## src/rtl/joystick_pkg.sv

```systemverilog
// joystick_pkg: shared constants and state types for the joystick ADC scanner
package joystick_pkg;
  localparam int ADC_BITS = 10;
  localparam int FRAME_SCLKS = 17;
  localparam int FIRST_DATA_SCLK = 8;
  localparam logic [ADC_BITS-1:0] ADC_MIDSCALE = 10'd512;
  typedef enum logic [2:0] {IDLE, CS_SETUP, SHIFT, CS_HOLD, PUBLISH} state_t;
  typedef enum logic [1:0] {SCAN_IDLE, SCAN_FRAME, SCAN_PUBLISH} scan_t;
  typedef enum logic {AXIS_X, AXIS_Y} axis_t;
endpackage

```

## src/rtl/adc_spi_frame.sv

```systemverilog
// adc_spi_frame: one 17-SCLK MCP3008 single-ended conversion (setup, shift, CS hold)
module adc_spi_frame
  import joystick_pkg::*;
#(
  parameter int CLK_DIV = 50
) (
  input  logic                clk,
  input  logic                rst,
  input  logic                i_start,
  input  logic [2:0]          i_ch,
  input  logic                i_miso,
  output logic                o_done,
  output logic [ADC_BITS-1:0] o_result,
  output logic                o_sclk,
  output logic                o_cs_n,
  output logic                o_mosi
);
  localparam int DW = $clog2(2 * CLK_DIV);
  localparam logic [DW-1:0] HALF_END = DW'(CLK_DIV - 1);
  localparam logic [DW-1:0] PER_END = DW'(2 * CLK_DIV - 1);
  localparam logic [4:0] LAST_SCLK = 5'(FRAME_SCLKS - 1);
  localparam logic [4:0] FIRST_DATA = 5'(FIRST_DATA_SCLK - 1);
  state_t r_state, w_next;
  logic [DW-1:0] r_div;
  logic [4:0] r_sclk_n;
  logic [2:0] r_ch;
  logic [ADC_BITS-1:0] r_shift;
  logic [4:0] w_cmd;
  logic w_phase_end, w_rise;
  assign w_phase_end = r_div == ((r_state == CS_SETUP) ? HALF_END : PER_END);
  assign w_rise = r_state == SHIFT && r_div == HALF_END;
  always_ff @(posedge clk) begin
    if (rst) begin
      r_state <= IDLE;
      r_div <= '0;
      r_sclk_n <= '0;
    end else begin
      r_state <= w_next;
      r_div <= (r_state == IDLE || w_phase_end) ? '0 : r_div + 1'b1;
      r_sclk_n <= (r_state == SHIFT) ? r_sclk_n + 5'(w_phase_end) : '0;
    end
  end
  always_comb begin
    w_next = r_state;
    case (r_state)
      IDLE:     w_next = i_start ? CS_SETUP : IDLE;
      CS_SETUP: w_next = w_phase_end ? SHIFT : CS_SETUP;
      SHIFT:    w_next = (w_phase_end && r_sclk_n == LAST_SCLK) ? CS_HOLD : SHIFT;
      CS_HOLD:  w_next = w_phase_end ? (i_start ? CS_SETUP : IDLE) : CS_HOLD;
      default:  w_next = IDLE;
    endcase
  end
  // The leading 7 SCLKs carry command, sample and null bits; only the last 10 hold data
  always_ff @(posedge clk) begin
    if (i_start) r_ch <= i_ch;
    if (w_rise && r_sclk_n >= FIRST_DATA) r_shift <= {r_shift[ADC_BITS-2:0], i_miso};
  end
  always_comb begin
    w_cmd = {2'b11, r_ch};
    o_cs_n = !(r_state == CS_SETUP || r_state == SHIFT);
    o_sclk = r_state == SHIFT && r_div > HALF_END;
    o_mosi = r_state == SHIFT && r_sclk_n < 5'd5 && w_cmd[3'(4 - r_sclk_n)];
    o_done = r_state == CS_HOLD && w_phase_end;
    o_result = r_shift;
  end
endmodule

```

## src/rtl/joystick_adc_scanner.sv

```systemverilog
// joystick_adc_scanner: periodic X/Y scan of an SPI ADC with atomic publish of both axes
module joystick_adc_scanner
  import joystick_pkg::*;
#(
  parameter int         CLK_DIV = 50,
  parameter int         SCAN_PERIOD = 100000,
  parameter logic [2:0] X_CH = 3'd0,
  parameter logic [2:0] Y_CH = 3'd1
) (
  input  logic       clk,
  input  logic       rst,
  input  logic       enable,
  input  logic       adc_miso,
  output logic       adc_sclk,
  output logic       adc_cs_n,
  output logic       adc_mosi,
  output logic [9:0] x_axis_out,
  output logic [9:0] y_axis_out,
  output logic       sample_valid,
  output logic       busy
);
  localparam int PW = $clog2(SCAN_PERIOD);
  localparam logic [PW-1:0] PER_END = PW'(SCAN_PERIOD - 1);
  scan_t r_state, w_next;
  axis_t r_axis;
  logic [PW-1:0] r_per;
  logic [ADC_BITS-1:0] r_x_tmp, r_x, r_y, w_result;
  logic w_tick, w_start, w_done;
  logic [2:0] w_ch;
  assign w_tick = enable && r_per == PER_END;
  assign w_start = (r_state == SCAN_IDLE && w_tick) || (w_done && r_axis == AXIS_X);
  assign w_ch = (r_state == SCAN_IDLE) ? X_CH : Y_CH;
  adc_spi_frame #(.CLK_DIV(CLK_DIV)) u_frame (
    .clk(clk),
    .rst(rst),
    .i_start(w_start),
    .i_ch(w_ch),
    .i_miso(adc_miso),
    .o_done(w_done),
    .o_result(w_result),
    .o_sclk(adc_sclk),
    .o_cs_n(adc_cs_n),
    .o_mosi(adc_mosi)
  );
  always_ff @(posedge clk) begin
    if (rst) begin
      r_state <= SCAN_IDLE;
      r_per <= '0;
    end else begin
      r_state <= w_next;
      r_per <= (!enable || r_per == PER_END) ? '0 : r_per + 1'b1;
    end
  end
  always_comb
    w_next = (r_state == SCAN_IDLE) ? (w_tick ? SCAN_FRAME : SCAN_IDLE) :
             (r_state == SCAN_FRAME) ? ((w_done && r_axis == AXIS_Y) ? SCAN_PUBLISH : SCAN_FRAME) :
             SCAN_IDLE;
  // X is parked until Y completes so the outputs never show a mixed pair
  always_ff @(posedge clk) begin
    if (rst) begin
      r_axis <= AXIS_X;
      r_x_tmp <= ADC_MIDSCALE;
      r_x <= ADC_MIDSCALE;
      r_y <= ADC_MIDSCALE;
    end else begin
      r_axis <= (r_state == SCAN_IDLE) ? AXIS_X : (w_done ? AXIS_Y : r_axis);
      if (w_done && r_axis == AXIS_X) r_x_tmp <= w_result;
      if (w_done && r_axis == AXIS_Y) begin
        r_x <= r_x_tmp;
        r_y <= w_result;
      end
    end
  end
  always_comb begin
    sample_valid = r_state == SCAN_PUBLISH;
    busy = r_state != SCAN_IDLE;
    x_axis_out = r_x;
    y_axis_out = r_y;
  end
endmodule

```

## config.mk

```make
export PLATFORM = sky130hd
export DESIGN_NAME = joystick_adc_scanner
export DESIGN_NICKNAME = d
export VERILOG_FILES = /design/src/rtl/joystick_pkg.sv /design/src/rtl/adc_spi_frame.sv /design/src/rtl/joystick_adc_scanner.sv
export SDC_FILE = /design/constraint.sdc
export NUM_CORES = 1
export LEC_CHECK = 0
export ABC_AREA = 1
export BUFFER_PORTS_ARGS = -buffer_cell sky130_fd_sc_hd__buf_2
export CAP_MARGIN = 20
export CORE_ASPECT_RATIO = 1.4
export CORE_MARGIN = 2
export CORE_UTILIZATION = 35
export CTS_CLUSTER_DIAMETER = 50
export DETAILED_ROUTE_END_ITERATION = 12
export PLACE_DENSITY = 0.48
export SLEW_MARGIN = 20
export SYNTH_ARGS = -nofsm -noshare
export SYNTH_HDL_FRONTEND = slang
export SYNTH_SLANG_ARGS = --single-unit
export TNS_END_PERCENT = 10
```

## constraint.sdc

```tcl
create_clock -name clk -period 3.7 [get_ports clk]
set_input_delay 0.37 -clock clk [delete_from_list [all_inputs] [get_ports clk]]
set_output_delay 0.37 -clock clk [all_outputs]
set_load 0.005 [all_outputs]
```

==> impl_metrics.csv <==
group,metric,value,unit
setup_path,end_kind,"output pin",
detailed_routing,drt_iter0_drc,125,
timing,clock_skew,0.006466,ns
clocking,cts_resized,0,
yosys,ys_types,33,
min_path,hold_path_depth,1,
grt,grt_overflow,0,
placement,port-buffer-count,28,
die,die_y,119.8,um
clocking,cts_tree,"yes",
final_layout,final_util,41.51,%
yosys,ys_warn_count,0,
clocking,cts_root_buf,"clkbuf_16",
final_layout,nets,486,
yosys,yosys.area.top_type_share,38.22,%
final_layout,final_layout_size_suffix_gt1_share,13.05,%
setup_path,max_stage_delay,0.39,ns
placement,gp_congestion,0.8262,
pwr,leakage,1.725,nW
die,num_rows,42,
yosys,yosysTopAreaCell,"dfxtp_1",
setup_path,path_buf_inv,2,
setup_path,worst-setup-path-type,"reg -> out",
pwr,vdd_ir_drop_max,297.8,uV
yosys,synth_seq_cells,75,
clocking,clockBufferDepth,2,
setup_path,crit_path_cell_trace,"inv_1 > ha_1 > o21ai_0 > a21oi_1 > nor3_1 > buf_2",
yosys,ys_seq_area_share,48.08,%
timing,fmax,0.4744,GHz
pwr,powerDensity,461.2,nW/um2
setup_path,reg2regPathDepth,8,
timing,hold_violations,0,
timing,fin_setup_tns,0,ns
yosys,netlist_instances,440,
yosys,syn-num-nets,456,
clocking,hold_buffers,0,
detailed_routing,drtPass1Iterations,6,
die,design.die.area,10390,um2
timing,holdWs,0.2241,ns
setup_path,path_depth,6,
setup_path,crit_family,"flip-flops",
grt,grtUsageTotal,14.56,%
die,core_area,9407,um2
min_path,hold_class,"in -> reg",
setup_path,critPathMaxFanout,5,
clocking,htreeDepth,3,
timing,setup_viol,0,
die,io_pins,29,
final_layout,syn2layout_area_growth,16.50,%
yosys,syn_area,3352,um2
clocking,cts_buffers,9,
detailed_routing,vias,2605,
placement,hpwlAfterDp,4722,um
setup_path,worst_ep_required_time,3.33,ns
final_layout,antenna_cells,0,
outcome,status,"finished clean",
clocking,clk_pin_slew,0.06,ns
detailed_routing,drc_errors,0,
grt,grt_pass1_wl,11770,um
yosys,synth.avg_cell_area,7.618,um2
detailed_routing,route.antenna.remaining_nets,0,
final_layout,fin_cells,585,
grt,antenna_found_initial,0,
detailed_routing,via_per_inst,4.453,
run,drv_cap,0,
grt,grt_start_max_net_pins,41,
timing,period_needed,2.108,ns
clocking,clk_latency,0.34,ns
grt,grt_pass1_vias,2553,
die,die_w,86.71,um
yosys,synthTopCellsByArea,"dfxtp_1, nand2_1, edfxtp_1",
clocking,cts_setup_buffers,0,
die,initial_utilization,35.63,%
timing,period_share,56.97,%
clocking,cts_sinks,75,
detailed_routing,wl_per_cell,11.50,um
detailed_routing,drt_wl_total,6727,um
setup_path,cp.arrival,1.74,ns
placement,place_inst,569,
setup_path,crit_path_top_delay_cell,"dfxtp_1",
timing,slew_headroom,52.52,%
setup_path,critPathLaunchType,"flip-flop",
timing,max_slew.worst_pin.slew,0.7101,ns
timing,slew_violations,0,
timing,rsz0062_at_grt,"no",
[power by group]
group	leakage, nW	switching [mW]	internal, mW
combinational	0.953	0.0129	0.00434
sequential	0.612	0.000689	0.825
clock	0.160	0.345	0.612
total	1.73	0.359	1.44
[path summary, 6_finish.rpt]
check / start / end / slack [ns]
max: u_frame.r_sclk_n[0] / adc_mosi / 1.59
min: adc_miso / u_frame.o_result[0] / 0.22
max reg2reg: u_frame.r_state[1] / r_x_tmp[4] / 1.60
min reg2reg: r_per[0] / r_per[0] / 0.44
[flip-flops by register name, summed over array words and instances (netlist names)]
name              count
x_axis_out           10
u_frame.r_ch          1
r_per                17
y_axis_out           10
r_state               2
u_frame.r_sclk_n      5
r_axis                1
r_x_tmp              10
u_frame.r_div         7
u_frame.r_state       2
u_frame.o_result     10
[cells by family (layout without fill, tap and decap cells)]
logic type	after synthesis	in the layout	synth area share, %
XOR/XNOR	11	11	2.874
adder cells (fa/ha/maj)	12	12	4.479
buffers and inverters	82	117	10.04
AO/OA/AOI/OAI	46	46	7.503
flip-flops	75	75	48.08
AND/OR/NAND/NOR	214	214	27.03
[cell usage after synthesis (all sizes together)]
master  number
edfxtp      11
and2         1
buf          7
or2          3
xnor2        2
o21bai       2
clkinv       2
ha          12
o22ai        1
a21oi       24
nand3       18
nand2       92
nor2        84
a31oi        2
o21ai       15
nor3         6
nor4         2
nand4        8
clkbuf       4
xor2         9
o211ai       1
o31ai        1
inv         69
dfxtp       64
[final cells by class]
type                    instances  area [um2]
repair buffers                 30       155.1
clock inverters                 5       86.33
fillers                      1003        5502
multi-input cells             283        1404
clock buffers                  11       242.7
well taps                     110       137.6
flip-flops and latches         75        1612
inverters                      71       267.8
[metal layers]
| layer | part of all wire, % | global-route usage, % | vias to the layer above |
|---|---|---|---|
| met5 | 0 | 0 | - |
| met4 | 2.7 | 7.520 | 0 |
| met3 | 2.5 | 4.195 | 13 |
| met2 | 46 | 21.68 | 35 |
| met1 | 49 | 18.98 | 1134 |
| li1 | - | - | 1423 |
[layout by cell type (no fill, tap or decap), types with 2 or more instances in the layout]
master and instances:
nand4_1 8, nor2_1 81, a21oi_1 22, a31oi_1 2, nor3_1 6, xnor2_1 2
nand2_2 2, inv_2 4, inv_1 65, buf_4 2, clkbuf_16 9, nand3_1 17
dfxtp_1 64, xor2_1 9, ha_1 12, edfxtp_1 11, o21bai_1 2, or2_2 3
bufinv_16 2, a21oi_2 2, o21ai_0 15, buf_2 28, clkinv_4 3, nor2_2 2
nand2_1 89, nor4_1 2
[through the flow]
step | setup WS (ns) | power [mW] | instance area, um2
after floorplan | 2.035 | 0.8562 | 3352
after global placement | 1.688 | 0.8614 | 3576
after detailed placement | 1.622 | 0.8619 | 3576
after CTS | 1.572 | 1.830 | 3905
after global routing | 1.282 | 1.867 | 3905
final | 1.592 | 1.801 | 3905
Note: power is estimated with default switching activity, not from simulation.
